### config.mk
export PLATFORM = sky130hd
export DESIGN_NAME = fetch_queue
export DESIGN_NICKNAME = d
export VERILOG_FILES = /design/src/rtl/fetch_queue.sv
export SDC_FILE = /design/constraint.sdc
export NUM_CORES = 1
export LEC_CHECK = 0
export ABC_AREA = 1
export BUFFER_PORTS_ARGS = -buffer_cell sky130_fd_sc_hd__buf_2
export CAP_MARGIN = 20
export CORE_UTILIZATION = 55
export DETAILED_ROUTE_END_ITERATION = 8
export GPL_ROUTABILITY_DRIVEN = 0
export PLACE_DENSITY = 0.77
export REMOVE_ABC_BUFFERS = 1
export SETUP_SLACK_MARGIN = 0.1
export SLEW_MARGIN = 20
export SYNTH_ARGS = -nofsm -noshare
export SYNTH_HDL_FRONTEND = slang
export SYNTH_SLANG_ARGS = --single-unit
### constraint.sdc
create_clock -name clk -period 8.67 [get_ports clk]
set_input_delay 1.734 -clock clk [delete_from_list [all_inputs] [get_ports clk]]
set_output_delay 1.734 -clock clk [all_outputs]
set_load 0.02 [all_outputs]
### src/rtl/fetch_queue.sv
// fetch_queue: DEPTH-entry prefetch buffer between instruction memory and the decode stage.
// Optional feature macro: FETCH_QUEUE_BYPASS_EN (forward instrF straight to decode when the queue is empty).
module fetch_queue #(
  parameter int               WIDTH    = 32,
  parameter int               DEPTH    = 4,
  parameter logic [WIDTH-1:0] RESET_PC = '0
) (
  input  logic                       clk,
  input  logic                       reset,
  output logic                       imem_en,
  output logic [WIDTH-1:0]           pcF,
  input  logic [WIDTH-1:0]           instrF,
  input  logic                       redirect,
  input  logic [WIDTH-1:0]           redirect_pc,
  output logic                       validD,
  input  logic                       stallD,
  output logic [WIDTH-1:0]           instrD,
  output logic [WIDTH-1:0]           pcD,
  output logic [WIDTH-1:0]           pcplus4D,
  output logic [$clog2(DEPTH+1)-1:0] count
);

  localparam int PW = $clog2(DEPTH);
  localparam int CW = $clog2(DEPTH + 1);

  logic [WIDTH-1:0] pc_q, pc_d;
  logic [PW-1:0]    rd_ptr_q, rd_ptr_d;
  logic [PW-1:0]    wr_ptr_q, wr_ptr_d;
  logic [CW-1:0]    count_q, count_d;

  logic [WIDTH-1:0] pc_mem    [DEPTH];
  logic [WIDTH-1:0] instr_mem [DEPTH];

  logic head_valid;
  logic full;
  logic fetch;
  logic bypass_hit;
  logic deq;
  logic deq_mem;
  logic enq;

  assign head_valid = (count_q != '0);
  assign full       = (count_q == CW'(DEPTH));

  // A full queue always has a valid head, so "deq" collapses to ~stallD here;
  // this keeps fetch independent of validD and avoids a combinational loop.
  assign fetch = reset & ~redirect & (~full | ~stallD);

`ifdef FETCH_QUEUE_BYPASS_EN
  assign bypass_hit = fetch & ~head_valid;
`else
  assign bypass_hit = 1'b0;
`endif

  assign validD  = reset & ~redirect & (head_valid | bypass_hit);
  assign deq     = validD & ~stallD;
  assign deq_mem = deq & head_valid;
  // A bypassed word taken by decode this cycle never enters storage.
  assign enq     = fetch & ~(bypass_hit & ~stallD);

  assign imem_en = fetch;
  assign pcF     = pc_q;
  assign count   = count_q;

`ifdef FETCH_QUEUE_BYPASS_EN
  assign instrD = bypass_hit ? instrF : instr_mem[rd_ptr_q];
  assign pcD    = bypass_hit ? pc_q   : pc_mem[rd_ptr_q];
`else
  assign instrD = instr_mem[rd_ptr_q];
  assign pcD    = pc_mem[rd_ptr_q];
`endif
  assign pcplus4D = pcD + WIDTH'(4);

  always_comb begin
    pc_d     = pc_q;
    rd_ptr_d = rd_ptr_q;
    wr_ptr_d = wr_ptr_q;
    count_d  = count_q;
    if (redirect) begin
      pc_d     = redirect_pc;
      rd_ptr_d = wr_ptr_q;
      count_d  = '0;
    end else begin
      if (fetch)   pc_d     = pc_q + WIDTH'(4);
      if (enq)     wr_ptr_d = wr_ptr_q + PW'(1);
      if (deq_mem) rd_ptr_d = rd_ptr_q + PW'(1);
      count_d = count_q + CW'(enq) - CW'(deq_mem);
    end
  end

  always_ff @(posedge clk) begin
    if (!reset) begin
      pc_q     <= RESET_PC;
      rd_ptr_q <= '0;
      wr_ptr_q <= '0;
      count_q  <= '0;
    end else begin
      pc_q     <= pc_d;
      rd_ptr_q <= rd_ptr_d;
      wr_ptr_q <= wr_ptr_d;
      count_q  <= count_d;
    end
  end

  always_ff @(posedge clk) begin
    if (enq) begin
      pc_mem[wr_ptr_q]    <= pc_q;
      instr_mem[wr_ptr_q] <= instrF;
    end
  end

endmodule

==> results of run 1 <==
==> kinds of logic (layout without fill, tap and decap cells) <==
group                      count (synthesis)  count (layout)  synth area share, %
DFF                                      297             297                 62.2
buffers and inverters                    160             361                 5.17
xor gates and xnor gates                  29              29                 1.86
adders and majority gates                  9               9                0.878
AOI/OAI and AO/OA                        175             175                 7.02
and+or+nand+nor                          772             772                 22.9
==> path summary, 6_finish.rpt <==
path	startpoint	endpoint	slack, ns	cells after the start
setup / recovery	redirect	imem_en	3.03	8
hold / removal	pcF[0]$_SDFFE_PN0P_	pc_mem[3][0]$_DFFE_PP_	0.54	0
setup reg to reg	count[1]$_SDFF_PP0_	instr_mem[0][13]$_DFFE_PP_	5.82	5
hold reg to reg	pcF[0]$_SDFFE_PN0P_	pc_mem[3][0]$_DFFE_PP_	0.54	0
==> placed cells by master (no fill, tap or decap), types with 4 or more instances in the layout <==
cell       synthesis  final
nand4_1            8      8
clkinv_1           1      4
nor2_2             7      7
inv_2              4      4
nand3_1           95     95
buf_4              7      9
nand2_1          455    455
nand2_2           10     10
buf_2             16    200
o21ai_0           91     91
a31oi_1           10     10
o22ai_1           36     36
a21oi_1           28     28
clkinv_2           0      5
clkbuf_16          0     31
inv_1             92     92
ha_1               8      8
clkbuf_1          32      7
nor2_4             3      7
nor2_1           187    183
xor2_1            26     26
dfxtp_1           41     39
edfxtp_1         256    256
==> state kept, by name, summed over array words and instances (netlist names), named ones only <==
| signal | flops |
|---|---|
| pc_mem | 128 |
| pcF | 32 |
| wr_ptr_q | 2 |
| instr_mem | 128 |
| rd_ptr_q | 2 |
| count | 3 |
==> power by group <==
| part | leakage, nW | internal (mW) | switching (mW) |
|---|---|---|---|
| clock network | 0.461 | 0.722 | 0.528 |
| logic | 3.22 | 0.121 | 0.304 |
| registers | 2.69 | 1.60 | 0.0421 |
| total | 6.37 | 2.44 | 0.874 |
==> final cells by class <==
cell class / instances / share of cell area, %
Timing Repair Buffer: 209 / 6.76
Multi-Input combinational cell: 985 / 28.4
Clock inverter: 15 / 0.879
Clock buffer: 39 / 5.16
Sequential cell: 297 / 53.9
Inverter: 98 / 2.37
Tap cell: 324 / 2.56
==> worst max-delay path: cells and delay by family <==
kind / cells / cell delay, ns
buffers and inverters: 6 / 1.39
AND/OR/NAND/NOR: 2 / 0.73
==> metal layers <==
layer  up-vias  part of all wire (%)  routed length [um]
met2       447                    48               16100
met4         0                   3.4                1150
met1      5121                    41               13900
met3        72                   7.7                2600
met5         -                     0                   0
li1       5197                     -                   -
==> per-stage QoR <==
step	area [um2]	hold WS, ns
detailed placement	14900	0.525
global route	15800	0.544
global placement	14900	0.518
finish	15800	0.537
floorplan	13300	0.488
CTS	15800	0.537
==> flow_summary_export.csv, run 1 <==
group,metric,value,unit
grt,grt_usage,26.5,%
detailed_routing,viasPerCell,5.51,
synthesis,synthTopCellsByArea,"edfxtp_1 (56%), nand2_1 (12%), dfxtp_1 (6.0%)",
timing,clock.fmax,177,MHz
timing,hold_viol,0,
worst_setup_path,worstPathArrival,3.90,ns
synthesis,ys_ff_latch,297,
timing,worst_slew_pin_slew,1.02,ns
synthesis,synth_edf_count,256,
power_and_ir_drop,total_power,3.32,mW
grt,use_met1,35.5,%
power_and_ir_drop,peakVddDrop,141,uV
finish,postLayoutCoreUtil,65.0,%
clock_network,hold_buffers,0,
clock_network,cts_tree,"built",
detailed_routing,antenna_left,0,
clock_network,clk_pin_slew,0.06,ns
power_and_ir_drop,p_per_area,210,mW/mm2
grt,met2_usage,44.1,%
detailed_routing,routed_wl,33.7,mm
timing,setup_viol,0,
status,status,"finished clean",
detailed_routing,vias,10800,
synthesis,synth_cell_type_count,36,
detailed_routing,post_drt_wl_per_cell,17.1,um
synthesis,ys.flop_type,"edfxtp_1",
synthesis,synth_cells,1442,
worst_setup_path,cp-end-kind,"output pin",
clock_network,post_cts_buffers,0,
worst_setup_path,slowest_stage,"nand2_1",
floorplan,dieWidth,160,um
finish,diodes,0,
floorplan,core_area,0.0243,mm2
place,dp_slack,3.08,ns
finish,syn2layout_area_growth,15.6,%
floorplan,dieArea,0.0255,mm2
grt,grt_antenna_before_repair,0,
clock_network,cts-root-buf,"clkbuf_16",
worst_setup_path,criticalPathCategory,"in2out",
worst_setup_path,cp_slowest_stage_delay,0.50,ns
synthesis,yosysTopAreaCell,"edfxtp_1",
detailed_routing,drc,0,
grt,grt_max_degree,128,
finish,ff_latch_area,0.00851,mm2
hold_path,hp-class,"reg2reg",
timing,slew_violations,0,
finish,fill_cells,1933,
grt,grt_pass1_wl,53.0,mm
floorplan,die_y,160,um
synthesis,synthArstFlopShare,0,%
place,portBuffers,200,
timing,rsz0062_at_grt,"false",
clock_network,cts_resized,0,
power_and_ir_drop,leakage,6.37,nW
timing,fin_ws,3.03,ns
synthesis,synthMostInstantiatedCell,"nand2_1",
detailed_routing,drtIter0Drc,810,
finish,drive_gt1_share,17.6,%
timing,period_minus_slack,5.64,ns
worst_setup_path,cp.required,6.94,ns
grt,gr-total-overflow,0,
floorplan,start_util,56.2,%
place,dp_cells,1913,
clock_network,htreeDepth,1,
timing,fin_crit_sh,65.0,%
clock_network,cts_buffers,30,
timing,relSlewSlack,31.7,%
worst_setup_path,crit_chain,"buf_2, inv_2, nand2_1, inv_1, nand2_1, inv_1, buf_4, buf_2",
synthesis,yosysWarningCount,0,
clock_network,clk_latency,0.55,ns
worst_setup_path,cp_max_fo,31,
synthesis,synth_top_area_share,56.2,%
synthesis,synth_commonest_cells,"nand2_1 (455), edfxtp_1 (256), nor2_1 (187)",
detailed_routing,dr.pass1.iters,6,
place,dp.final_hpwl,21.0,mm
floorplan,rows,57,
finish,instances_no_fill,1967,
synthesis,seq_area_frac_synth,62.2,%
floorplan,io_pins,201,
finish,multiInputGateArea,0.00449,mm2
grt,grt-busiest-layer,"met2",
worst_setup_path,critPathLaunchType,"input pin",
finish,layout.nets,1698,
synthesis,syn_avg_cell_area,9.48,um2
grt,grt_pass1_vias,10200,
grt,grtUsageMet3,3.58,%
run,maxCapViolCount,0,
timing,fin_worst_skew,0.0134,ns
clock_network,cts_buffer_depth,3,
timing,setup-tns-final,0,ns
synthesis,netlist_area,0.0137,mm2
clock_network,clock-sinks,297,
No activity file was read; power rests on OpenSTA's default activity.
==> run 2: changes to the inputs <==
--- a/config.mk
+++ b/config.mk
@@ -5,13 +5,13 @@
 export SDC_FILE = /design/constraint.sdc
 export NUM_CORES = 1
 export LEC_CHECK = 0
-export ABC_AREA = 1
+export ABC_AREA = 0
 export BUFFER_PORTS_ARGS = -buffer_cell sky130_fd_sc_hd__buf_2
 export CAP_MARGIN = 20
 export CORE_UTILIZATION = 55
 export DETAILED_ROUTE_END_ITERATION = 8
 export GPL_ROUTABILITY_DRIVEN = 0
-export PLACE_DENSITY = 0.77
+export PLACE_DENSITY = 0.78
 export REMOVE_ABC_BUFFERS = 1
 export SETUP_SLACK_MARGIN = 0.1
 export SLEW_MARGIN = 20
==> constraint.sdc (replaced) <==
create_clock -name clk -period 5.4 [get_ports clk]
set_input_delay 1.08 -clock clk [delete_from_list [all_inputs] [get_ports clk]]
set_output_delay 1.08 -clock clk [all_outputs]
set_load 0.02 [all_outputs]
==> run 2 against run 1 <==
  * Non-clock buffer count up 1
  * Global-route usage down 2.9 points
  * Largest power group unchanged
  * Clock skew about the same
  * First-iteration DRC count down 38%
==> flow_summary_export.csv, run 2 <==
group,metric,value,unit
detailed_routing,antenna_left,0,
clock_network,cts_buffer_depth,3,
worst_setup_path,worstSetupPathDepth,7,
worst_setup_path,critPathLaunchType,"flop",
floorplan,die_y,150,um
synthesis,synth_cell_type_count,53,
power_and_ir_drop,p_per_area,365,mW/mm2
worst_setup_path,worstPathArrival,3.44,ns
place,dp_slack,1.40,ns
timing,clock.fmax,221,MHz
finish,most-common-layout-cells,"edfxtp_1 (256), buf_2 (200), mux4_2 (64)",
finish,drive_gt1_share,35.9,%
clock_network,htreeDepth,1,
worst_setup_path,cp.required,4.32,ns
clock_network,clk_latency,0.55,ns
floorplan,dieArea,0.0226,mm2
run,maxCapViolCount,0,
hold_path,hp-class,"reg2reg",
clock_network,cts_buffers,30,
timing,relSlewSlack,33.0,%
place,dp.final_hpwl,16.9,mm
grt,met2_usage,38.5,%
worst_setup_path,path_buf_inv,2,
worst_setup_path,cp_slowest_stage_delay,0.72,ns
detailed_routing,viasPerCell,5.94,
floorplan,rows,53,
synthesis,synth_top_area_share,63.4,%
status,status,"finished clean",
grt,use_met1,33.6,%
timing,slew_violations,0,
timing,rsz0062_at_grt,"false",
floorplan,start_util,57.0,%
worst_setup_path,criticalPathCategory,"reg2out",
hold_path,whs_path_depth,0,
synthesis,ys_ff_latch,297,
detailed_routing,dr.pass1.iters,5,
finish,diodes,0,
finish,fill_cells,1464,
synthesis,synth_cells,718,
grt,grt_pass1_wl,40.3,mm
detailed_routing,routed_wl,26.5,mm
detailed_routing,post_drt_wl_per_cell,21.6,um
grt,gr-total-overflow,0,
power_and_ir_drop,total_power,5.29,mW
synthesis,synthMostInstantiatedCell,"edfxtp_1",
synthesis,synth_commonest_cells,"edfxtp_1 (256), mux4_2 (64), nor2_1 (42)",
clock_network,cts_tree,"built",
finish,layout.nets,1005,
synthesis,synthTopCellsByArea,"edfxtp_1 (63%), mux4_2 (12%), dfxtp_1 (6.8%)",
clock_network,hold_buffers,0,
grt,grt_max_degree,65,
floorplan,core_area,0.0213,mm2
synthesis,ys.flop_type,"edfxtp_1",
timing,fin_ws,0.881,ns
grt,grt_pass1_vias,7172,
synthesis,yosysTopAreaCell,"edfxtp_1",
finish,mostFrequentLayoutCell,"edfxtp_1",
clock_network,cts-root-buf,"clkbuf_16",
clock_network,cts_resized,0,
grt,grtUsageMet3,2.97,%
grt,grt_antenna_before_repair,0,
place,portBuffers,200,
synthesis,seq_area_frac_synth,70.2,%
timing,period_minus_slack,4.52,ns
power_and_ir_drop,leakage,5.10,nW
timing,setup_viol,0,
finish,syn2layout_area_growth,19.4,%
detailed_routing,drtIter0Drc,502,
worst_setup_path,crit_family,"flip-flops",
detailed_routing,drc,0,
grt,grt_usage,23.6,%
finish,instances_no_fill,1227,
clock_network,clock-sinks,297,
worst_setup_path,cp_max_fo,28,
worst_setup_path,cp-end-kind,"output pin",
worst_setup_path,slowest_stage,"dfxtp_4",
timing,fin_worst_skew,0.0129,ns
clock_network,post_cts_buffers,0,
synthesis,netlist_area,0.0121,mm2
timing,hold_viol,0,
clock_network,clk_pin_slew,0.06,ns
worst_setup_path,path_common_cell,"and4_1",
synthesis,yosysWarningCount,0,
power_and_ir_drop,peakVddDrop,245,uV
synthesis,synthArstFlopShare,0,%
detailed_routing,vias,7290,
worst_setup_path,crit_chain,"buf_4, mux4_2, and4_1, and4_1, nand4_1, xnor2_1, buf_2",
finish,postLayoutCoreUtil,68.0,%
floorplan,dieWidth,150,um
synthesis,syn_avg_cell_area,16.9,um2
worst_setup_path,rr_worst_depth,5,
synthesis,synth_edf_count,256,
floorplan,io_pins,201,
timing,worst_slew_pin_slew,1.01,ns
timing,fin_crit_sh,83.7,%
place,dp_cells,1171,
grt,grt-busiest-layer,"met2",
==> run 2: changes by cell type after synthesis, sizes merged, moves of 13 or more <==
cell / change
inv: -79
a21oi: -13
nor2: -155
mux4: +64
nand3: -68
clkbuf: -18
o22ai: -35
and3: +13
nand2: -435
xnor2: +25
o21ai: -82
xor2: -13
==> run 2: worst paths after layout <==
path | start | to | slack (ns)
min | pcF[1]$_SDFFE_PN0P_ | pc_mem[3][1]$_DFFE_PP_ | 0.54
max reg2reg | pcF[8]$_SDFFE_PN0N_ | pcF[30]$_SDFFE_PN0N_ | 2.81
min reg2reg | pcF[1]$_SDFFE_PN0P_ | pc_mem[3][1]$_DFFE_PP_ | 0.54
max | flop | pcplus4D[31] | 0.88
==> run 2: final cells by class <==
type	instances	area, um2	share of cell area, %
Inverter	19	71.3	0.493
Tap cell	275	344	2.38
Clock buffer	36	878	6.07
Clock inverter	20	178	1.23
Multi-Input combinational cell	370	3420	23.6
Timing Repair Buffer	210	1080	7.43
Sequential cell	297	8520	58.8
==> run 2: kinds of logic (layout without fill, tap and decap cells) <==
group / Yosys count / after routing / synth area share [%]
buffers and inverters: 51 / 285 / 1.89
XOR/XNOR: 41 / 41 / 2.96
flip-flops: 297 / 297 / 70.2
adder cells (fa/ha/maj): 9 / 9 / 0.991
AND/OR/NAND/NOR: 181 / 181 / 7.83
AO/OA/AOI/OAI: 67 / 67 / 3.60
multiplexers: 72 / 72 / 12.6
==> run 2: worst reg2reg max path: cells and delay by family, from the launching register on <==
kind               cells  cell delay, ns
AOI/OAI and AO/OA      1            0.33
and+or+nand+nor        4            1.62
DFF                    1            0.54
==> run 2: routing by layer <==
layer	routed length, um	vias to the layer above
met3	2070	51
met2	12700	340
met5	0	-
met1	11000	3597
met4	666	0
li1	-	3302
==> run 2: report_power, final <==
| part | leakage [nW] | internal (mW) | switching (mW) | total, mW |
|---|---|---|---|---|
| registers | 2.68 | 2.57 | 0.0712 | 2.64 |
| logic | 1.91 | 0.202 | 0.332 | 0.534 |
| clock network | 0.518 | 1.26 | 0.854 | 2.11 |
| total | 5.10 | 4.03 | 1.26 | 5.29 |
==> run 2: stage by stage <==
stage / setup TNS, ns / cell area, um2 / hold WS, ns
3_3_place_gp: 0 / 13400 / 0.519
4_1_cts: 0 / 14500 / 0.534
5_1_grt: 0 / 14500 / 0.550
6_report: 0 / 14500 / 0.536
3_5_place_dp: 0 / 13400 / 0.526
2_1_floorplan: -6.24 / 12000 / 0.528
==> run 3: changes to the inputs <==
==> constraint.sdc (replaced) <==
create_clock -name clk -period 4.4 [get_ports clk]
set_input_delay 0.88 -clock clk [delete_from_list [all_inputs] [get_ports clk]]
set_output_delay 0.88 -clock clk [all_outputs]
set_load 0.02 [all_outputs]
==> run 3 against run 2 <==
  * Cell area down 0.33%
  * First-iteration DRC count is 1.2% higher
  * Cell count increased by 0.33%
  * Worst setup slack lost 0.53 ns
  * Total power is 19% higher
  * Utilization shrank 0.22 points
  * Critical path depth is the same
  * Global-route usage up 0.62 points
  * Critical endpoint is now pcplus4D[30]
  * Highest routed layer unchanged
==> flow_summary_export.csv, run 3 (synthesis gave the netlist of run 2 again) <==
group,metric,value,unit
timing,relSlewSlack,42.1,%
worst_setup_path,cp_max_fo,31,
clock_network,hold_buffers,0,
detailed_routing,viasPerCell,5.98,
clock_network,htreeDepth,1,
clock_network,clk_latency,0.54,ns
timing,rsz0062_at_grt,"false",
clock_network,cts_tree,"built",
detailed_routing,vias,7357,
grt,grt_pass1_wl,41.1,mm
place,dp_cells,1179,
finish,layout.nets,1011,
detailed_routing,routed_wl,26.9,mm
timing,fin_worst_skew,0.0126,ns
hold_path,hp-class,"reg2reg",
timing,clock.fmax,247,MHz
grt,grt_pass1_vias,7357,
worst_setup_path,criticalPathCategory,"reg2out",
detailed_routing,dr.pass1.iters,5,
run,maxCapViolCount,0,
finish,mostFrequentLayoutCell,"edfxtp_1",
finish,syn2layout_area_growth,19.0,%
detailed_routing,drc,0,
timing,period_minus_slack,4.05,ns
worst_setup_path,crit_chain,"mux4_2, ha_1, nand3_1, or4_1, nor3_1, xor2_1, buf_2",
worst_setup_path,cp.required,3.52,ns
clock_network,clock-sinks,297,
floorplan,io_pins,201,
clock_network,clk_pin_slew,0.06,ns
timing,fin_crit_sh,92.0,%
detailed_routing,antenna_left,0,
status,status,"finished clean",
grt,grt_antenna_before_repair,0,
finish,instances_no_fill,1231,
worst_setup_path,cp-end-kind,"output pin",
grt,grt_usage,24.2,%
finish,final_area,0.0144,mm2
power_and_ir_drop,leakage,5.08,nW
worst_setup_path,worstPathArrival,3.17,ns
timing,slew_violations,0,
floorplan,start_util,57.0,%
clock_network,post_cts_buffers,0,
floorplan,dieArea,0.0226,mm2
floorplan,rows,53,
timing,worst_slew_pin_slew,0.867,ns
grt,grt_max_degree,44,
worst_setup_path,cp_slowest_stage_delay,0.66,ns
worst_setup_path,slowest_stage,"dfxtp_4",
detailed_routing,drtIter0Drc,508,
finish,postLayoutCoreUtil,67.8,%
floorplan,die_y,150,um
worst_setup_path,critPathLaunchType,"flop",
clock_network,cts_buffer_depth,3,
finish,most-common-layout-cells,"edfxtp_1 (256), buf_2 (200), mux4_2 (64)",
timing,setup_viol,0,
clock_network,cts_buffers,28,
floorplan,core_area,0.0213,mm2
timing,hold_viol,0,
detailed_routing,post_drt_wl_per_cell,21.8,um
grt,gr-total-overflow,0,
place,portBuffers,200,
place,dp.final_hpwl,18.1,mm
finish,diodes,0,
place,place_area,0.0135,mm2
clock_network,cts-root-buf,"clkbuf_16",
power_and_ir_drop,p_per_area,435,mW/mm2
power_and_ir_drop,peakVddDrop,264,uV
clock_network,cts_resized,0,
floorplan,dieWidth,150,um
finish,drive_gt1_share,35.1,%
[run 3: cell count changes in the layout (fill, tap and decap cells not counted), moves of 2 or more]
cell / previous run / this run
buf_12: 0 / 3
buf_4: 10 / 14
clkbuf_1: 0 / 5
clkbuf_16: 34 / 29
clkbuf_8: 2 / 0
clkinv_1: 2 / 6
clkinv_2: 10 / 6
[run 3: through the flow]
step                setup slack [ns]  hold WS, ns  power [mW]  TNS, ns
floorplan                      -1.32        0.528        3.70   -28.05
global placement               0.867        0.536        3.96        0
detailed placement             0.797        0.530        3.97        0
CTS                            0.220        0.542        6.31        0
global route                   0.151        0.543        6.48        0
finish                         0.351        0.546        6.27        0
[run 3: layer usage]
metal,track usage (%),part of all wire (%),vias up
met4,5.71,1.6,0
li1,-,-,3298
met1,33.6,40,3690
met2,40.6,50,333
met5,0,0,-
met3,3.64,8.1,36
[run 3: critical path: cells and delay by family (launching register included)]
family	cells	cell delay, ns
and+or+nand+nor	3	1.03
DFF	1	0.66
muxes	1	0.37
adders and majority gates	1	0.21
buffers and inverters	1	0.18
xor gates and xnor gates	1	0.17
[run 3: power by group]
group	internal, mW	switching (mW)	leakage, nW
Sequential	3.15	0.0831	2.68
Clock	1.38	0.989	0.438
Combinational	0.254	0.416	1.96
Total	4.79	1.49	5.08
[run 3: cell type report]
cell class | instances | area [um2]
Sequential cell | 297 | 8520
Timing Repair Buffer | 218 | 1180
Inverter | 19 | 71.3
Multi-Input combinational cell | 370 | 3410
Tap cell | 275 | 344
Clock buffer | 34 | 744
Clock inverter | 18 | 169
Fill cell | 1438 | 6860
[run 3: final timing paths]
| kind | cells past startpoint | startpoint | slack, ns | to |
|---|---|---|---|---|
| min reg2reg | 0 | pcF[1]$_SDFFE_PN0P_ | 0.55 | pc_mem[0][1]$_DFFE_PP_ |
| min | 0 | pcF[1]$_SDFFE_PN0P_ | 0.55 | pc_mem[0][1]$_DFFE_PP_ |
| max reg2reg | 5 | pcF[5]$_SDFFE_PN0N_ | 1.84 | pcF[30]$_SDFFE_PN0N_ |
| max | 7 | flop | 0.35 | pcplus4D[30] |
